<file path="src/rtl/ahb_arbiter.sv">
// Round-robin AHB bus arbiter with parking on DEFAULT_MASTER; grants move only on hready=1.
// Optional master locking (hlock/hmastlock) is compiled in when ARB_HLOCK_EN is defined.
module ahb_arbiter #(
  parameter int NUM_MASTERS    = 2,
  parameter int DEFAULT_MASTER = 0,
  parameter int HOLD_MAX       = 16,
  parameter int MW             = (NUM_MASTERS > 2) ? $clog2(NUM_MASTERS) : 1
) (
  input  logic                   hclk,
  input  logic                   hresetn,
  input  logic [NUM_MASTERS-1:0] hbusreq,
  input  logic [1:0]             htrans,
  input  logic                   hready,
  input  logic [1:0]             hresp,
`ifdef ARB_HLOCK_EN
  input  logic [NUM_MASTERS-1:0] hlock,
  output logic                   hmastlock,
`endif
  output logic [NUM_MASTERS-1:0] hgrant,
  output logic [MW-1:0]          hmaster,
  output logic [MW-1:0]          hmaster_d
);

  localparam int HW = $clog2(HOLD_MAX + 1);
  localparam logic [HW-1:0] HOLD_LIM = HW'(HOLD_MAX);
  localparam logic [MW-1:0] DEF_IDX  = MW'(DEFAULT_MASTER);

  localparam logic [1:0] TR_IDLE = 2'b00;
  localparam logic [1:0] TR_SEQ  = 2'b11;
  localparam logic [1:0] RS_RETRY = 2'b10;
  localparam logic [1:0] RS_SPLIT = 2'b11;

  // Arbiter state is named so checkers can bind to it hierarchically.
  typedef enum logic {PARK = 1'b0, OWN = 1'b1} state_t;
  state_t state;

  logic [HW-1:0]          hold_cnt;
  logic [NUM_MASTERS-1:0] own_mask;
  logic                   owner_req, others_req, locked;
  logic                   ap_idle, ap_drop, ap_hold, ap_retry, ap;
  logic                   excl_owner, win_found;
  logic [MW-1:0]          win_idx, next_owner;
  logic [NUM_MASTERS-1:0] next_grant;
  int                     best;

  always_comb begin
    own_mask = '0;
    for (int i = 0; i < NUM_MASTERS; i++) own_mask[i] = (MW'(i) == hmaster);
  end

  assign owner_req  = |(hbusreq & own_mask);
  assign others_req = |(hbusreq & ~own_mask);
`ifdef ARB_HLOCK_EN
  assign locked = |(hlock & own_mask);
`else
  assign locked = 1'b0;
`endif

  // RETRY/SPLIT is only acted on in its second (hready=1) cycle and overrides locking.
  assign ap_idle  = (htrans == TR_IDLE) && !locked;
  assign ap_drop  = !owner_req && !locked;
  assign ap_hold  = (hold_cnt >= HOLD_LIM) && (htrans != TR_SEQ) && !locked;
  assign ap_retry = (hresp == RS_RETRY) || (hresp == RS_SPLIT);
  assign ap       = hready && (ap_idle || ap_drop || ap_hold || ap_retry);
  assign excl_owner = ap_retry && others_req;

  // Rank 1 is the master just after the owner; the owner itself ranks last.
  always_comb begin
    best    = NUM_MASTERS + 1;
    win_idx = DEF_IDX;
    for (int i = 0; i < NUM_MASTERS; i++) begin
      int rank;
      rank = (i + NUM_MASTERS - int'(hmaster)) % NUM_MASTERS;
      if (rank == 0) rank = NUM_MASTERS;
      if (hbusreq[i] && !(own_mask[i] && excl_owner) && (rank < best)) begin
        best    = rank;
        win_idx = MW'(i);
      end
    end
  end

  assign win_found  = (best <= NUM_MASTERS);
  assign next_owner = !ap ? hmaster : (win_found ? win_idx : DEF_IDX);

  always_comb begin
    next_grant = '0;
    for (int i = 0; i < NUM_MASTERS; i++) next_grant[i] = (MW'(i) == next_owner);
  end

  always_ff @(posedge hclk) begin
    if (!hresetn) begin
      state     <= PARK;
      hold_cnt  <= '0;
      hmaster   <= DEF_IDX;
      hmaster_d <= DEF_IDX;
      hgrant    <= NUM_MASTERS'(1) << DEFAULT_MASTER;
`ifdef ARB_HLOCK_EN
      hmastlock <= 1'b0;
`endif
    end else if (hready) begin
      hmaster_d <= hmaster;
`ifdef ARB_HLOCK_EN
      hmastlock <= locked;
`endif
      if (ap) begin
        state   <= win_found ? OWN : PARK;
        hmaster <= next_owner;
        hgrant  <= next_grant;
      end
      if (next_owner != hmaster) begin
        hold_cnt <= '0;
      end else if ((state == OWN) && others_req && (hold_cnt < HOLD_LIM)) begin
        hold_cnt <= hold_cnt + 1'b1;
      end
    end
  end

endmodule

</file>
<file path="config.mk">
export PLATFORM = sky130hd
export DESIGN_NAME = ahb_arbiter
export DESIGN_NICKNAME = d
export VERILOG_FILES = /design/src/rtl/ahb_arbiter.sv
export SDC_FILE = /design/constraint.sdc
export NUM_CORES = 1
export LEC_CHECK = 0
export ABC_AREA = 1
export CORE_MARGIN = 3
export CORE_UTILIZATION = 41
export DETAILED_ROUTE_END_ITERATION = 10
export GPL_ROUTABILITY_DRIVEN = 1
export MAX_ROUTING_LAYER = met4
export PLACE_DENSITY = 0.82
export SYNTH_ARGS = -nofsm -noshare
export SYNTH_HDL_FRONTEND = slang
export SYNTH_SLANG_ARGS = --single-unit
export TNS_END_PERCENT = 5
</file>
<file path="constraint.sdc">
create_clock -name hclk -period 1.19 [get_ports hclk]
set_clock_uncertainty 0.05 [all_clocks]
set_input_delay 0.119 -clock hclk [delete_from_list [all_inputs] [get_ports hclk]]
set_output_delay 0.119 -clock hclk [all_outputs]
set_load 0.1 [all_outputs]
</file>
==> results of run 1 <==
-- Yosys cell counts (all sizes together) --
library cell  count  area, sq um
nand2            22         87.6
inv              11         41.3
dfxtp             9          180
a21oi             6         30.0
nand3             6         47.6
nand4             5         31.3
nor2              4         22.5
o21ai             4         20.0
xor2              3         26.3
buf               2         15.0
ha                2         25.0
and2              1         8.76
nor3              1         5.00
-- flip-flops by register name (all words and copies together) (netlist names) --
name	count
hmaster_d	1
hgrant	2
hold_cnt	5
state	1
-- per-stage QoR --
step,setup TNS [ns],hold WS (ns),cell area [sq um]
2_1_floorplan,-1.15,0.138,548
3_3_place_gp,-1.98,0.440,768
3_5_place_dp,-2.31,0.447,768
4_1_cts,-0.309,0.425,806
5_1_grt,-1.02,0.349,868
6_report,-0.442,0.339,868
-- power breakdown --
group	total (W)	internal, W	switching, W
combinational	0.000254	0.000104	0.000149
clock	0.000235	0.000124	0.000110
sequential	0.000324	0.000312	0.0000116
total	0.000812	0.000541	0.000271
-- cells by family (layout without fill, tap and decap cells) --
logic type | count (synthesis) | count (layout) | share of synthesized area
compound gates | 10 | 10 | 0.0926
xor+xnor | 3 | 3 | 0.0486
fa+ha+maj | 2 | 2 | 0.0463
buf+inv | 13 | 36 | 0.104
flops | 9 | 9 | 0.333
simple gates | 39 | 39 | 0.375
-- path summary, 6_finish.rpt --
path	from	end
worst max-delay path	hbusreq[0]	hold_cnt[1]$_SDFFE_PN0P_
worst min register to register	hold_cnt[3]$_SDFFE_PN0P_	hold_cnt[3]$_SDFFE_PN0P_
worst max register to register	hgrant[1]$_SDFFE_PN0P_	hold_cnt[1]$_SDFFE_PN0P_
worst min-delay path	hbusreq[1]	hgrant[1]$_SDFFE_PN0P_
-- layout make-up --
cell class | count | area (sq um)
repair buffers | 21 | 228
well taps | 14 | 17.5
clock buffers | 3 | 22.5
inverters | 11 | 43.8
flip-flops and latches | 9 | 186
clock inverters | 1 | 5.00
multi-input cells | 54 | 365
fillers | 80 | 303
-- tightest hold or removal path, stage by stage --
cell and delay (ns):
dlymetal6s2s_1 0.18, buf_4 0.17, nand3_2 0.08, a21oi_1 0.06
-- layer usage --
layer  part of all wire  track usage
met1               0.42        0.188
met2               0.52        0.231
met3              0.041       0.0558
met4              0.017       0.0745
met5                  0            -
-- timing repair --
| item | in CTS | in global routing |
|---|---|---|
| buffers inserted | 1 | 0 |
| pin swaps | 3 | 6 |
| gates resized for setup | 3 | 19 |
| endpoints found under the setup margin | 8 | 8 |
==> out/results.txt, run 1 <==
The clock passes through at most 2 buffers. The slew at the pin closest to its max-slew limit was 0.262 ns; the die extent in y was 42.3 um. The number of synthesis warnings was 0; the number of cells on the critical path was 9. The detail route stage leaves a number of antenna-violating nets equal to 0.

Largest fanout on the critical path: 6. STA classifies the critical path startpoint as a primary input. For the worst-skew pair, the clock arrives at the later sink with an insertion delay of 0.26 ns. The checks that failed: negative setup slack.

Among cell families on the critical path, the largest total delay comes from simple AND/OR/NAND/NOR gates. The floorplan step defined a core boundary enclosing 1170 sq um. Largest net degree at the start of global routing: 9. The number of buffers added to fix hold violations after cts is 0, and the routed wire length is 1370 um.

The run gives 0.825 as the worst-case headroom to the max-slew limit. For the count of final hold-check violations, the log shows 0. Type of the setup path with the least slack: in2reg.

The starting density of the core was 0.462; the arrival time of data at the critical path endpoint was 1.42 ns. Pin placement for this block handled 13 I/O pins. The placed wire-length estimate after detailed placement was 942 um. Clock tree synthesis selected as its root buffer the cell clkbuf_4. The synthesized instance count is 76, and the final critical-path setup slack is -0.128 ns. The reported max-cap violation count came out at 0.

The run finished, with violations left. The logs give 2100 um for the first-pass GRT wire length and 18 for the count of routing violations after the opening detailed-route iteration. The first detailed-routing pass ran for 4 iterations. The die covers 1790 sq um. Leakage power figure: 0.395 nW.

The run gives -0.322 ns as the setup slack after placement. The synthesized netlist occupies a cell area of 541 sq um. Worst path buffer plus inverter count: 2. During placement, the flow inserted port buffers numbering 11. The distinct cell type count after synthesis is 18, and the post-synthesis area per instance is 7.11 sq um.

The tools report the final standard cell utilization of the core as 0.741. Clock-pin slew was measured on the worst setup and hold paths at 0.06 ns. The final worst-path cycle share is 1.11.

The number of cells on the worst reg-to-reg path was 9. STA classifies the critical path endpoint as a flip-flop. Buffers inserted during clock tree synthesis total 3.

The type of the worst min-delay path is in2reg. The signal on the critical path passes through clkdlybuf4s50_1 -> nand2_2 -> and2_4 -> nor2_4 -> inv_2 -> nand2_4 -> nand2_4 -> nand2_1 -> a21oi_2. Setup repair after global routing could not meet its margin everywhere.

The tools report the number of cells in the design after placement as 108. 0 antenna diodes ended up in the layout. The number of antenna violations at the first check in global routing was 0; the number of sinks driven by the clock tree was 9.

Derived from the worst setup path, the maximum achievable clock frequency is 759 MHz. The tools report the routability congestion estimate as 0.811. The commonest non-fill, non-tap cell in the layout was nand2_1. Global routing finished with a remaining overflow of 0. After detailed routing, the number of vias per cell comes to 4.95. For this run, design rule violations remaining after detail routing come to 0.

The post-synthesis sequential element count is 9. In this run the register-to-register setup slack is -0.09 ns. The H-tree level count was 1. The number of setup violations in the final report came out at 6. Fraction of final layout cells with drive strength greater than 1: 0.434.

The cell row count was 12; the synthesized netlist net count was 87. The routed layout has 559 vias. IR analysis of the VDD net gives a maximum drop of 759 uV. From synthesis to final layout, the design area changed by 60.6%. After detailed routing, the average wire length per cell comes to 12.2 um.

The clock period minus final worst setup slack was 1.32 ns; the power after layout was 0.000812 W. The via count of the first global-routing pass came out at 482. The total count of max-transition violations in the final report was 0. The x dimension of the die was 42.3 um. TritonCTS built the clock tree.

The most frequent cell on the critical path is nand2_4. The largest single stage delay on the critical path is 0.55 ns. Along the worst hold path, the cell count comes to 4. The data required time of the worst path was 1.29 ns; the sequential area share after synthesis was 0.333. The cell type of the slowest stage on the worst timing path was clkdlybuf4s50_1.

In the layout the commonest cells are nand2_1 (12), buf_4 (10), inv_1 (8), nand2_2 (7). The combined global-route utilization of all metal layers was 0.157. The post-layout net count is 111. Excluding fillers, the count of instances in the completed layout stands at 113.

For this design the ratio of total power to cell area is 935 nW/um^2.
Note: power is estimated with default switching activity, not from simulation.
==> inputs of run 2 (changes only) <==
--- a/config.mk
+++ b/config.mk
@@ -6,6 +6,7 @@
 export NUM_CORES = 1
 export LEC_CHECK = 0
 export ABC_AREA = 1
+export CAP_MARGIN = 20
 export CORE_MARGIN = 3
 export CORE_UTILIZATION = 41
 export DETAILED_ROUTE_END_ITERATION = 10
==> results of run 2 <==
Same layout as run 1: the final DEF is identical, and so are final timing and power.
==> inputs of run 3 (changes only) <==
--- a/config.mk
+++ b/config.mk
@@ -13,6 +13,7 @@
 export GPL_ROUTABILITY_DRIVEN = 1
 export MAX_ROUTING_LAYER = met4
 export PLACE_DENSITY = 0.82
+export SLEW_MARGIN = 0
 export SYNTH_ARGS = -nofsm -noshare
 export SYNTH_HDL_FRONTEND = slang
 export SYNTH_SLANG_ARGS = --single-unit
==> results of run 3 <==
Same layout as run 1: the final DEF is identical, and so are final timing and power.
